File: config.mk
export PLATFORM = sky130hd
export DESIGN_NAME = slave_bus_initiator_flat
export DESIGN_NICKNAME = d
export VERILOG_FILES = /design/src/rtl/bus_pkg.sv /design/src/rtl/slave_bus_if.sv /design/src/rtl/slave_bus_initiator.sv /design/src/flat_wrapper.sv
export SDC_FILE = /design/constraint.sdc
export NUM_CORES = 1
export LEC_CHECK = 0
export ABC_AREA = 1
export BUFFER_PORTS_ARGS = -buffer_cell sky130_fd_sc_hd__buf_4
export CAP_MARGIN = 15
export CORE_ASPECT_RATIO = 1.4
export CORE_UTILIZATION = 44
export CTS_CLUSTER_SIZE = 24
export DETAILED_ROUTE_END_ITERATION = 10
export PLACE_DENSITY = 0.74
export SYNTH_ARGS = -nofsm -noshare
export SYNTH_HDL_FRONTEND = slang
export SYNTH_SLANG_ARGS = --single-unit
File: constraint.sdc
create_clock -name bclk -period 1.7 [get_ports bclk]
set_input_delay 0.255 -clock bclk [delete_from_list [all_inputs] [get_ports bclk]]
set_output_delay 0.255 -clock bclk [all_outputs]
set_load 0.005 [all_outputs]
File: src/rtl/bus_pkg.sv
// Shared slave-bus types and helpers used by initiators, slaves and the interconnect.
package bus_pkg;

  localparam int unsigned ADDR_W = 32;
  localparam int unsigned DATA_W = 32;

  typedef enum logic [1:0] {
    BYTE = 2'd0,
    HALF = 2'd1,
    WORD = 2'd2
  } tsize_e;

  typedef enum logic {
    READ  = 1'b0,
    WRITE = 1'b1
  } ttype_e;

  // Command payload for one single-beat transfer
  typedef struct packed {
    logic [ADDR_W-1:0] addr;
    logic [DATA_W-1:0] wdata;
    tsize_e            tsize;
    ttype_e            ttype;
  } bus_req_t;

  // Completion payload returned to the requester
  typedef struct packed {
    logic [DATA_W-1:0] rdata;
    logic              error;
    logic              timeout;
  } bus_rsp_t;

  // True when the low address bits are not a multiple of the transfer size
  function automatic logic is_misaligned(input logic [1:0] addr_lo, input tsize_e tsize);
    case (tsize)
      HALF:    return addr_lo[0];
      WORD:    return addr_lo != 2'b00;
      default: return 1'b0;
    endcase
  endfunction

  // Zero-extend low-lane read data to the transfer size
  function automatic logic [DATA_W-1:0] mask_rdata(input logic [DATA_W-1:0] data, input tsize_e tsize);
    case (tsize)
      BYTE:    return {24'h0, data[7:0]};
      HALF:    return {16'h0, data[15:0]};
      default: return data;
    endcase
  endfunction

endpackage

File: src/rtl/slave_bus_if.sv
// Single-beat slave bus: the initiator drives the ic side, address-decoded slaves the sl side.
interface slave_bus_if;
  import bus_pkg::*;

  logic [DATA_W-1:0] wdata;
  logic [ADDR_W-1:0] addr;
  logic              bstart;
  tsize_e            tsize;
  ttype_e            ttype;
  logic              ss;
  logic [DATA_W-1:0] rdata;
  logic              berror;
  logic              bdone;

  modport ic (
    output wdata, addr, bstart, tsize, ttype, ss,
    input  rdata, berror, bdone
  );

  modport sl (
    input  wdata, addr, bstart, tsize, ttype, ss,
    output rdata, berror, bdone
  );

endinterface

File: src/rtl/slave_bus_initiator.sv
// Bus initiator: runs one valid/ready request at a time on the slave bus and returns
// exactly one response per request (data, slave error, misalignment or timeout).
module slave_bus_initiator
  import bus_pkg::*;
#(
  parameter int unsigned TIMEOUT_CYC = 256
) (
  input  logic        bclk,
  input  logic        brst_n,
  input  logic        req_valid,
  output logic        req_ready,
  input  logic [31:0] req_addr,
  input  logic [31:0] req_wdata,
  input  tsize_e      req_tsize,
  input  ttype_e      req_ttype,
  output logic        rsp_valid,
  input  logic        rsp_ready,
  output logic [31:0] rsp_rdata,
  output logic        rsp_error,
  output logic        rsp_timeout,
  slave_bus_if.ic     bus
);

  localparam int unsigned CNT_W = $clog2(TIMEOUT_CYC + 1);

  typedef enum logic [1:0] {
    S_IDLE,
    S_START,
    S_WAIT,
    S_RESP
  } state_e;

  state_e           state;
  bus_req_t         req_q;
  bus_rsp_t         rsp_q;
  logic [CNT_W-1:0] cnt;
  logic             timeout_hit_c;

  // Last WAIT cycle before abort
  assign timeout_hit_c = (cnt == CNT_W'(TIMEOUT_CYC - 1));

  // Bus payload comes straight from the latched request so it stays stable through WAIT
  assign bus.addr  = req_q.addr;
  assign bus.wdata = req_q.wdata;
  assign bus.tsize = req_q.tsize;
  assign bus.ttype = req_q.ttype;

  assign rsp_rdata   = rsp_q.rdata;
  assign rsp_error   = rsp_q.error;
  assign rsp_timeout = rsp_q.timeout;

  // Transfer FSM with registered handshake, bus strobes and response
  always_ff @(posedge bclk or negedge brst_n) begin
    if (!brst_n) begin
      state      <= S_IDLE;
      req_ready  <= 1'b1;
      rsp_valid  <= 1'b0;
      rsp_q      <= '0;
      cnt        <= '0;
      bus.bstart <= 1'b0;
      bus.ss     <= 1'b0;
      req_q      <= '{addr: '0, wdata: '0, tsize: WORD, ttype: READ};
    end else begin
      case (state)
        S_IDLE: begin
          if (req_valid) begin
            req_q     <= '{addr: req_addr, wdata: req_wdata, tsize: req_tsize, ttype: req_ttype};
            req_ready <= 1'b0;
            if (is_misaligned(req_addr[1:0], req_tsize)) begin
              // Rejected locally, the bus never sees it
              state     <= S_RESP;
              rsp_valid <= 1'b1;
              rsp_q     <= '{rdata: '0, error: 1'b1, timeout: 1'b0};
            end else begin
              state      <= S_START;
              bus.bstart <= 1'b1;
              bus.ss     <= 1'b1;
              cnt        <= '0;
            end
          end
        end

        S_START: begin
          bus.bstart <= 1'b0;
          state      <= S_WAIT;
        end

        S_WAIT: begin
          cnt <= cnt + CNT_W'(1);
          if (bus.berror) begin
            state     <= S_RESP;
            bus.ss    <= 1'b0;
            rsp_valid <= 1'b1;
            rsp_q     <= '{rdata: '0, error: 1'b1, timeout: 1'b0};
          end else if (bus.bdone) begin
            state     <= S_RESP;
            bus.ss    <= 1'b0;
            rsp_valid <= 1'b1;
            rsp_q     <= '{rdata: (req_q.ttype == READ) ? mask_rdata(bus.rdata, req_q.tsize) : '0,
                           error: 1'b0, timeout: 1'b0};
          end else if (timeout_hit_c) begin
            state     <= S_RESP;
            bus.ss    <= 1'b0;
            rsp_valid <= 1'b1;
            rsp_q     <= '{rdata: '0, error: 1'b1, timeout: 1'b1};
          end
        end

        S_RESP: begin
          if (rsp_ready) begin
            state     <= S_IDLE;
            rsp_valid <= 1'b0;
            rsp_q     <= '0;
            req_ready <= 1'b1;
          end
        end

        default: begin
          state      <= S_IDLE;
          req_ready  <= 1'b1;
          rsp_valid  <= 1'b0;
          bus.bstart <= 1'b0;
          bus.ss     <= 1'b0;
        end
      endcase
    end
  end

endmodule
File: src/flat_wrapper.sv
// flat-port wrapper written by rule: the top's interface ports become plain ports
module slave_bus_initiator_flat import bus_pkg::*;
#(
  parameter int unsigned TIMEOUT_CYC = 256
)
  (bclk, brst_n, req_valid, req_ready, req_addr, req_wdata, req_tsize, req_ttype, rsp_valid, rsp_ready, rsp_rdata, rsp_error, rsp_timeout, bus_wdata, bus_addr, bus_bstart, bus_tsize, bus_ttype, bus_ss, bus_rdata, bus_berror, bus_bdone);
  slave_bus_if bus_i ();
  input  logic bclk;
  input  logic brst_n;
  input  logic req_valid;
  output logic req_ready;
  input  logic [31:0] req_addr;
  input  logic [31:0] req_wdata;
  input  tsize_e req_tsize;
  input  ttype_e req_ttype;
  output logic rsp_valid;
  input  logic rsp_ready;
  output logic [31:0] rsp_rdata;
  output logic rsp_error;
  output logic rsp_timeout;
  output wire logic [$bits(bus_i.wdata)-1:0] bus_wdata;
  output wire logic [$bits(bus_i.addr)-1:0] bus_addr;
  output wire logic [$bits(bus_i.bstart)-1:0] bus_bstart;
  output wire logic [$bits(bus_i.tsize)-1:0] bus_tsize;
  output wire logic [$bits(bus_i.ttype)-1:0] bus_ttype;
  output wire logic [$bits(bus_i.ss)-1:0] bus_ss;
  input wire logic [$bits(bus_i.rdata)-1:0] bus_rdata;
  input wire logic [$bits(bus_i.berror)-1:0] bus_berror;
  input wire logic [$bits(bus_i.bdone)-1:0] bus_bdone;
  assign bus_wdata = bus_i.wdata;
  assign bus_addr = bus_i.addr;
  assign bus_bstart = bus_i.bstart;
  assign bus_tsize = bus_i.tsize;
  assign bus_ttype = bus_i.ttype;
  assign bus_ss = bus_i.ss;
  assign bus_i.rdata = bus_rdata;
  assign bus_i.berror = bus_berror;
  assign bus_i.bdone = bus_bdone;
  slave_bus_initiator #(.TIMEOUT_CYC(TIMEOUT_CYC)) u_core (.bclk(bclk), .brst_n(brst_n), .req_valid(req_valid), .req_ready(req_ready), .req_addr(req_addr), .req_wdata(req_wdata), .req_tsize(req_tsize), .req_ttype(req_ttype), .rsp_valid(rsp_valid), .rsp_ready(rsp_ready), .rsp_rdata(rsp_rdata), .rsp_error(rsp_error), .rsp_timeout(rsp_timeout), .bus(bus_i));
endmodule
# Yosys cells after proc, flatten, opt, wreduce, memory -nomap -nowiden
# Index checks and enable logic that the tools add are counted.
# word_totals
register_bits,116
latch_bits,0
mem_bits_rw,0
rom_bits,0
in_bits,105
wordCells,79
memories,0
# op_classes
add_sub_neg,1
multipliers,0
n_div,0
magnitude_cmp,0
n_eq_ne,12
shift,0
mux,39
bitwise,0
n_reduce_logical,14
# ops
op,n
2-to-1 mux 34 bit,6
one-hot mux 34 bit (3 select lines),1
one-hot mux 32 bit (2 select lines),1
2-to-1 mux 32 bit,1
2-to-1 mux 9 bit,2
one-hot mux 9 bit (2 select lines),1
2-to-1 mux 1 bit,15
2-to-1 mux 2 bit,6
AND reduction 3 bit,4
adder 9 x 1 -> 9 bit (second input constant),1
equality test 9 x 8 -> 1 bit (second input constant),1
one-hot mux 1 bit (2 select lines),4
one-hot mux 2 bit (4 select lines),1
nonzero test 2 bit,4
equality test 2 x 1 -> 1 bit (second input constant),3
equality test 2 bit (second input constant),3
inequality test 2 bit (second input constant),3
AND reduction 5 bit,1
zero test 2 bit,2
inequality test 4 x 3 -> 1 bit (second input constant),1
AND reduction 4 bit,1
one-hot mux 1 bit (3 select lines),1
nonzero test 3 bit,1
inequality test 2 x 1 -> 1 bit (second input constant),1
AND reduction 2 bit,1

# Longest topological paths before layout
# Gate-level depths: netlist of the first run.
# logic_depth
depth_word,7
mapped_depth,14

# Least setup slack after synthesis of the first run
# OpenSTA, ideal clock, no wires.
# synth_timing
path_type,reg2reg
from,reg u_core.cnt[0]
to,reg u_core.rsp_q (netlist bit u_core.rsp_rdata[2])
setup_time_ns,0.117
t_arrival_ns,1.664
required_time_ns,1.583
setup_slack_ns,-0.080
stages_incl_launch_ff,15
path_buffers,1
period_less_slack_ns,1.780
path_cell_list,dfrtp_1 ha_1 nand2_1 nor2_1 nand2_1 nor2_1 ha_1 nor2_1 nand2_1 nand2_2 nor2_8 nand2_4 buf_6 nand2_1 nand2_1
# synth_between
elab_chain_cells,3
# synth_rtl
element,line,text
start: declaration,slave_bus_initiator.sv:36,logic [CNT_W-1:0] cnt;
start signal: assignment,slave_bus_initiator.sv:89,cnt <= cnt + CNT_W'(1);
equality test 9 x 8 -> 1 bit,slave_bus_initiator.sv:40,assign timeout_hit_c = (cnt == CNT_W'(TIMEOUT_CYC - 1));
inequality test 4 x 3 -> 1 bit (no source line),-,
AND reduction 5 bit (no source line),-,
end signal: assignment,slave_bus_initiator.sv:73,"rsp_q <= '{rdata: '0, error: 1'b1, timeout: 1'b0};"
end signal: assignment,slave_bus_initiator.sv:94,"rsp_q <= '{rdata: '0, error: 1'b1, timeout: 1'b0};"
end signal: assignment,slave_bus_initiator.sv:99,"rsp_q <= '{rdata: (req_q.ttype == READ) ? mask_rdata(bus.rdata, req_q.tsize) : '0,"
end: declaration,slave_bus_initiator.sv:35,bus_rsp_t rsp_q;
# No other way between the ends.
# A chain may end at the register's enable or synchronous reset.

# Worst setup path in the final report of the first run
# layout_timing
from,reg u_core.cnt[0]
to,reg u_core.rsp_q (netlist bit u_core.rsp_rdata[15])
# The elaborated chain is that of the path after synthesis.

==> results of run 1 <==
[stage by stage]
step	setup WS (ns)	utilization	area, um^2	power [W]	hold slack (ns)
5_1_grt	-0.316	0.669	7660	0.0134	0.0356
3_3_place_gp	-0.137	0.616	7050	0.00897	0.224
3_5_place_dp	-0.218	0.616	7050	0.00915	0.233
2_1_floorplan	-0.0763	-	5220	0.00675	-0.0406
6_report	-0.179	0.669	7660	0.0125	0.0391
4_1_cts	-0.142	0.667	7640	0.0126	0.0276
[cells in the final DEF, fill, tap and decap left out, drive strengths merged, types with 2 or more instances in the layout]
cell        n
xor2        2
o21bai      2
nand2     323
clkbuf     20
nor3       33
ha         10
nand3      51
clkinv      7
nor2       16
o21ai       9
clkinvlp    2
a21oi       2
buf       235
dfstp       2
dfrtp     114
inv        43
[power by group through the flow]
stage	Combinational [W]	Sequential, W	Clock [W]
6_report	0.00492	0.00432	0.00331
3_5_place_dp	0.00482	0.00433	0
3_3_place_gp	0.00467	0.00430	0
4_1_cts	0.00492	0.00431	0.00336
2_1_floorplan	0.00245	0.00430	0
5_1_grt	0.00550	0.00441	0.00348
[layout make-up]
type,count,share of cell area
clock buffer,20,0.0609
clock inverter,10,0.0109
inverter,43,0.0214
multi-input combinational,452,0.262
sequential,116,0.379
tap,144,0.0235
timing repair buffer,236,0.242
[cell families after synthesis]
logic type / count (synthesis) / share of synthesized area
AND/OR/NAND/NOR: 424 / 0.335
flip-flops: 116 / 0.558
buffers and inverters: 73 / 0.0636
AO/OA/AOI/OAI: 15 / 0.0163
adder cells (fa/ha/maj): 10 / 0.0240
XOR/XNOR: 2 / 0.00336
[what timing repair did]
item                                    4_1_cts  5_1_grt
endpoints found under the setup margin       37       45
endpoints found under the hold margin        29        0
hold buffers                                  1        0
pin swaps                                     1        2
buffers inserted                              2        1
gates resized for setup                       3        9
cloned                                        0        1
[worst paths after layout]
check,from,end,slack [ns],cells past startpoint
worst max register to register,u_core.cnt[0]$_DFFE_PN0P_,u_core.rsp_rdata[15]$_DFFE_PN0P_,-0.18,13
worst min-delay path,req_addr[21],u_core.bus.addr[21]$_DFFE_PN0P_,0.04,3
worst min register to register,u_core.rsp_rdata[0]$_DFFE_PN0P_,u_core.rsp_rdata[0]$_DFFE_PN0P_,0.47,2
worst max-delay path,u_core.cnt[0]$_DFFE_PN0P_,u_core.rsp_rdata[15]$_DFFE_PN0P_,-0.18,13
max in group asynchronous,brst_n,u_core.req_ready$_DFFE_PN1P_,0.71,3
min in group asynchronous,brst_n,u_core.rsp_rdata[20]$_DFFE_PN0P_,0.34,2
[metal layers]
metal	vias up	share of wire
met5	-	0
met2	217	0.52
met1	2405	0.39
li1	2433	-
met4	0	0.021
met3	23	0.069
[sequential cells by signal, indices dropped and copies added (netlist names)]
signal	flops
u_core.bus.addr	32
u_core.bus.bstart	1
u_core.bus.ss	1
u_core.bus.tsize	2
u_core.bus.ttype	1
u_core.bus.wdata	32
u_core.cnt	9
u_core.req_ready	1
u_core.rsp_error	1
u_core.rsp_rdata	32
u_core.rsp_timeout	1
u_core.rsp_valid	1
u_core.state	2
[critical path, delay by kind of cell (launching register included)]
| family | cells | cell delay [ns] |
|---|---|---|
| simple gates | 10 | 0.87 |
| fa+ha+maj | 2 | 0.37 |
| flops | 1 | 0.36 |
| buf+inv | 1 | 0.21 |
==> impl_metrics.py, run 1 <==
metrics = {
    "run_status": {
        "run_status": "finished, violations left",
        "violations_in_the_final_reports": "setup timing",
    },
    "die": {
        "die_width_um": 94.0,
        "floorplan.rows": 46,
        "fp.dieH_um": 131,
        "design.core.area_um2": 11500,
        "die-area_um2": 12300,
        "initial_core_util": 0.455,
        "io_pins": 210,
    },
    "clock_tree": {
        "numCtsBuffers": 17,
        "cts_root_buffer": "clkbuf_16",
        "tritoncts_num_sinks": 116,
        "worst_skew_pair.late_latency_ns": 0.40,
        "clock_path_buffers": 2,
        "cts_tree": "built",
        "cts.htree.levels": 4,
        "cts.reportedPaths.clkPinSlew_ns": 0.06,
    },
    "cells_and_area": {
        "multi_input_area_um2": 2010,
        "sequential_cell_area_um2": 2910,
        "syn2layout_area_growth_pct": 47.1,
        "fin_nets": 981,
        "antenna_cells": 0,
        "fillCellCount": 936,
        "drive_above_1_share": 0.330,
        "final_standard_cell_count_with_taps_included_and_fillers_excluded": 1021,
    },
    "setup_path": {
        "critPathCaptureType": "flop",
        "critical_path_arrival_ns": 2.22,
        "setup.worst_path.start_class": "flop",
        "timing.critical_path.required_ns": 2.04,
        "cpPeakStageDelay_ns": 0.36,
        "crit_path_frequent_cell": "nand2_1",
        "worstPathCellList": "ha_2 > nand2_2 > nor2_2 > nand2_1 > nor2_1 > ha_2 > nor2_2 > nand2_1 > nand2_2 > nor2_8 > buf_12 > nand3_1 > nand2_1",
        "cp_max_fo": 35,
        "critical_path_class": "reg2reg",
        "critical-path-slowest-cell": "dfrtp_1",
    },
    "detailed_routing": {
        "average_detailed_routed_wire_length_per_instance_um": 13.8,
        "route.final.wire_length_mm": 14.1,
        "dr_pass1_iterations": 5,
        "vias": 5078,
        "number_of_drc_violations_after_detailed_routing_iteration_0": 214,
        "ant_nets": 0,
        "vias_per_cell": 4.97,
        "post-route-drc-count": 0,
    },
    "global_route": {
        "globalRoute.totalOverflow": 0,
        "number_of_antenna_violations_at_the_first_check_in_global_routing": 0,
        "number_of_global_route_vias_before_repair": 5178,
        "grt.total_usage": 0.239,
        "grt_first_pass_wirelength_mm": 22.8,
        "met1_usage": 0.264,
        "top_usage_layer": "met2",
        "gr-usage-met3": 0.0613,
        "grt_max_degree": 58,
        "use_met2": 0.433,
    },
    "synthesis": {
        "synth.cell_area_um2": 5210,
        "synth_largest_area_cell": "dfrtp_1",
        "synth_cell_types": 26,
        "dominant_cells_by_area_after_synthesis": "dfrtp_1 55%, nand2_1 23%, nand3_1 4.9%",
        "postSynthNetCount": 755,
        "yosysWarnings": 0,
        "synth_commonest_cells": "314 x nand2_1, 114 x dfrtp_1, 51 x nand3_1, 40 x inv_1, 33 x nor3_1",
        "synth_top_cell_area_share": 0.547,
        "count_of_flip_flops_with_a_built_in_enable_after_synthesis": 0,
        "portion_of_the_post_synthesis_area_used_by_sequential_elements": 0.558,
        "ys_ff_latch": 116,
        "post_synth_inst_count": 640,
        "synthFlopType": "dfrtp_1",
        "synthMostInstantiatedCell": "nand2_1",
        "ys_async_sr_fraction": 1.00,
        "avgSynthCellArea_um2": 8.14,
    },
    "power": {
        "netSwitchingPower_w": 0.00449,
        "pwr-share-comb": 0.392,
        "power-per-cell-area_nw_per_um2": 1640,
        "power.sequential.fraction": 0.344,
        "clock_power_share": 0.263,
        "worst_ir_drop_vdd_uv": 906,
        "static_leakage_nw": 4.33,
        "intPower_w": 0.00805,
        "netSwitchingFraction": 0.358,
    },
    "placed_design": {
        "place_hpwl_mm": 10.1,
        "number_of_instances_in_the_placed_design": 987,
        "io_buffer_count": 209,
        "finalWeightedCongestion": 0.843,
    },
    "sta": {
        "fmax_ghz": 0.532,
        "timing_max_transition_violations_final": 0,
        "worst-slew-pin-transition_ns": 0.571,
        "timing.final.hold_violations": 0,
        "setup_viol": 37,
        "post-route-min-period_ns": 1.88,
        "layout_setup_ws_ns": -0.179,
        "fin_crit_sh": 1.11,
        "fin_worst_skew_ns": 0.00925,
        "rsz0062_at_grt": "yes",
        "worst_case_headroom_to_the_max_slew_limit": 0.617,
        "fin_tns_setup_ns": -5.93,
    },
    "flow_run": {
        "max_cap_viol_count": 0,
    },
    "min_path": {
        "hold_path_class": "in2reg",
    },
}
(Power assumes the default switching activity.)
==> inputs of run 2 (changes only) <==
--- a/config.mk
+++ b/config.mk
@@ -13,6 +13,7 @@
 export CTS_CLUSTER_SIZE = 24
 export DETAILED_ROUTE_END_ITERATION = 10
 export PLACE_DENSITY = 0.74
+export SKIP_CTS_REPAIR_TIMING = 1
 export SYNTH_ARGS = -nofsm -noshare
 export SYNTH_HDL_FRONTEND = slang
 export SYNTH_SLANG_ARGS = --single-unit
==> impl_metrics.py, run 2 (synthesized netlist as in run 1, its figures left out) <==
metrics = {
    "run_status": {
        "run_status": "finished, violations left",
        "violations_in_the_final_reports": "setup timing",
    },
    "power": {
        "static_leakage_nw": 4.32,
        "power.total_w": 0.0125,
        "power-per-cell-area_nw_per_um2": 1630,
        "worst_ir_drop_vdd_uv": 882,
    },
    "setup_path": {
        "critical_path_class": "reg2reg",
        "critical_path_arrival_ns": 2.19,
        "timing.rr.end": "u_core.rsp_rdata[15]$_DFFE_PN0P_",
        "setup.worst_path.start_class": "flop",
        "cp_max_fo": 35,
        "timing.critical_path.required_ns": 2.03,
        "worst_setup_slack_for_register_to_register_paths_ns": -0.16,
        "critPathCaptureType": "flop",
        "r2r_cells": 13,
        "critical_register_to_register_path_startpoint": "u_core.cnt[0]$_DFFE_PN0P_",
    },
    "global_route": {
        "globalRoute.totalOverflow": 0,
        "grt_first_pass_wirelength_mm": 22.7,
        "grt_max_degree": 58,
        "grt.total_usage": 0.238,
        "number_of_antenna_violations_at_the_first_check_in_global_routing": 0,
        "number_of_global_route_vias_before_repair": 5141,
    },
    "placed_design": {
        "place_area_um2": 7050,
        "place_hpwl_mm": 10.1,
        "finalWeightedCongestion": 0.843,
        "io_buffer_count": 209,
        "number_of_instances_in_the_placed_design": 987,
        "place_ws_ns": -0.218,
    },
    "clock_tree": {
        "worst_skew_pair.late_latency_ns": 0.40,
        "clock_path_buffers": 2,
        "cts.reportedPaths.clkPinSlew_ns": 0.06,
        "numCtsBuffers": 17,
        "cts_tree": "built",
        "cts.htree.levels": 4,
        "cts_root_buffer": "clkbuf_16",
        "tritoncts_num_sinks": 116,
    },
    "cells_and_area": {
        "final_cell_mix": "313 x nand2_1, 228 x buf_4, 114 x dfrtp_1, 51 x nand3_1, 38 x inv_1",
        "final_standard_cell_count_with_taps_included_and_fillers_excluded": 1020,
        "postLayoutCellArea_um2": 7650,
        "drive_above_1_share": 0.326,
        "antenna_cells": 0,
        "syn2layout_area_growth_pct": 46.8,
        "fin_nets": 980,
        "layout_commonest_cell": "nand2_1",
    },
    "sta": {
        "worst-slew-pin-transition_ns": 0.567,
        "post-route-min-period_ns": 1.86,
        "timing.final.hold_violations": 0,
        "layout_setup_ws_ns": -0.157,
        "fin_crit_sh": 1.09,
        "rsz0062_at_grt": "yes",
        "setup_viol": 37,
        "fin_worst_skew_ns": 0.00948,
        "timing_max_transition_violations_final": 0,
        "fmax_ghz": 0.539,
        "fin_tns_setup_ns": -4.91,
        "worst_case_headroom_to_the_max_slew_limit": 0.619,
    },
    "min_path": {
        "whs_endpoint": "u_core.bus.addr[21]$_DFFE_PN0P_",
        "min-delay-start": "req_addr[21]",
        "worstHoldPathCells": 3,
        "hold_path_class": "in2reg",
    },
    "detailed_routing": {
        "average_detailed_routed_wire_length_per_instance_um": 13.7,
        "post-route-drc-count": 0,
        "dr_pass1_iterations": 4,
        "number_of_drc_violations_after_detailed_routing_iteration_0": 176,
        "vias_per_cell": 4.97,
        "vias": 5072,
        "route.final.wire_length_mm": 14.0,
        "ant_nets": 0,
    },
    "die": {
        "die_width_um": 94.0,
        "design.core.area_um2": 11500,
        "die-area_um2": 12300,
        "initial_core_util": 0.455,
        "floorplan.rows": 46,
        "io_pins": 210,
        "fp.dieH_um": 131,
    },
    "flow_run": {
        "max_cap_viol_count": 0,
    },
}
## run 2: cell types whose count changed in the layout (fill, tap and decap cells not counted), sizes merged
cell and delta:
nand2 -1
## run 2: final cells by class
cell class | count | area [um^2]
sequential | 116 | 2910
inverter | 43 | 161
fill | 939 | 3800
clock buffer | 20 | 467
timing repair buffer | 236 | 1850
tap | 144 | 180
clock inverter | 10 | 83.8
multi-input combinational | 451 | 2000
## run 2: how the worst max path moves through the flow
| stage | startpoint | to | depth (start not counted) |
|---|---|---|---|
| after global placement | u_core.cnt[0]$_DFFE_PN0P_ | u_core.rsp_error$_DFFE_PN0P_ | 13 |
| after CTS | u_core.cnt[0]$_DFFE_PN0P_ | u_core.rsp_rdata[23]$_DFFE_PN0P_ | 13 |
| after detailed placement | u_core.cnt[0]$_DFFE_PN0P_ | u_core.rsp_rdata[5]$_DFFE_PN0P_ | 13 |
| after floorplan | u_core.cnt[0]$_DFFE_PN0P_ | u_core.rsp_rdata[2]$_DFFE_PN0P_ | 14 |
| after global routing | u_core.cnt[0]$_DFFE_PN0P_ | u_core.rsp_rdata[29]$_DFFE_PN0P_ | 13 |
| final | u_core.cnt[0]$_DFFE_PN0P_ | u_core.rsp_rdata[15]$_DFFE_PN0P_ | 13 |
## run 2: critical path, cell delays in order, from the launching register on
cell     delay, ns
dfrtp_1       0.37
ha_2          0.20
nand2_2       0.06
nor2_2        0.09
nand2_1       0.06
nor2_1        0.09
ha_1          0.15
nor2_1        0.04
nand2_1       0.08
nand2_2       0.10
nor2_8        0.15
buf_12        0.20
nand3_1       0.10
nand2_1       0.08
## run 2: power by group
group / switching (W) / leakage [nW] / internal, W
clock: 0.00121 / 0.273 / 0.00209
combinational: 0.00264 / 2.55 / 0.00223
sequential: 0.000608 / 1.50 / 0.00371
total: 0.00446 / 4.32 / 0.00803
## run 2: stage by stage
stage                     hold slack, ns  utilization
after floorplan                  -0.0406            -
after global placement             0.224        0.616
after detailed placement           0.233        0.616
after CTS                         -0.198        0.664
after global routing              0.0356        0.668
final                             0.0408        0.668
## run 2: metal layers
layer | wire length [um] | GRT usage | up-vias | share of wire
li1 | - | - | 2426 | -
met1 | 5400 | 0.264 | 2415 | 0.39
met2 | 7330 | 0.432 | 209 | 0.52
met3 | 1020 | 0.0608 | 22 | 0.072
met4 | 272 | 0.0941 | 0 | 0.019
met5 | 0 | 0 | - | 0
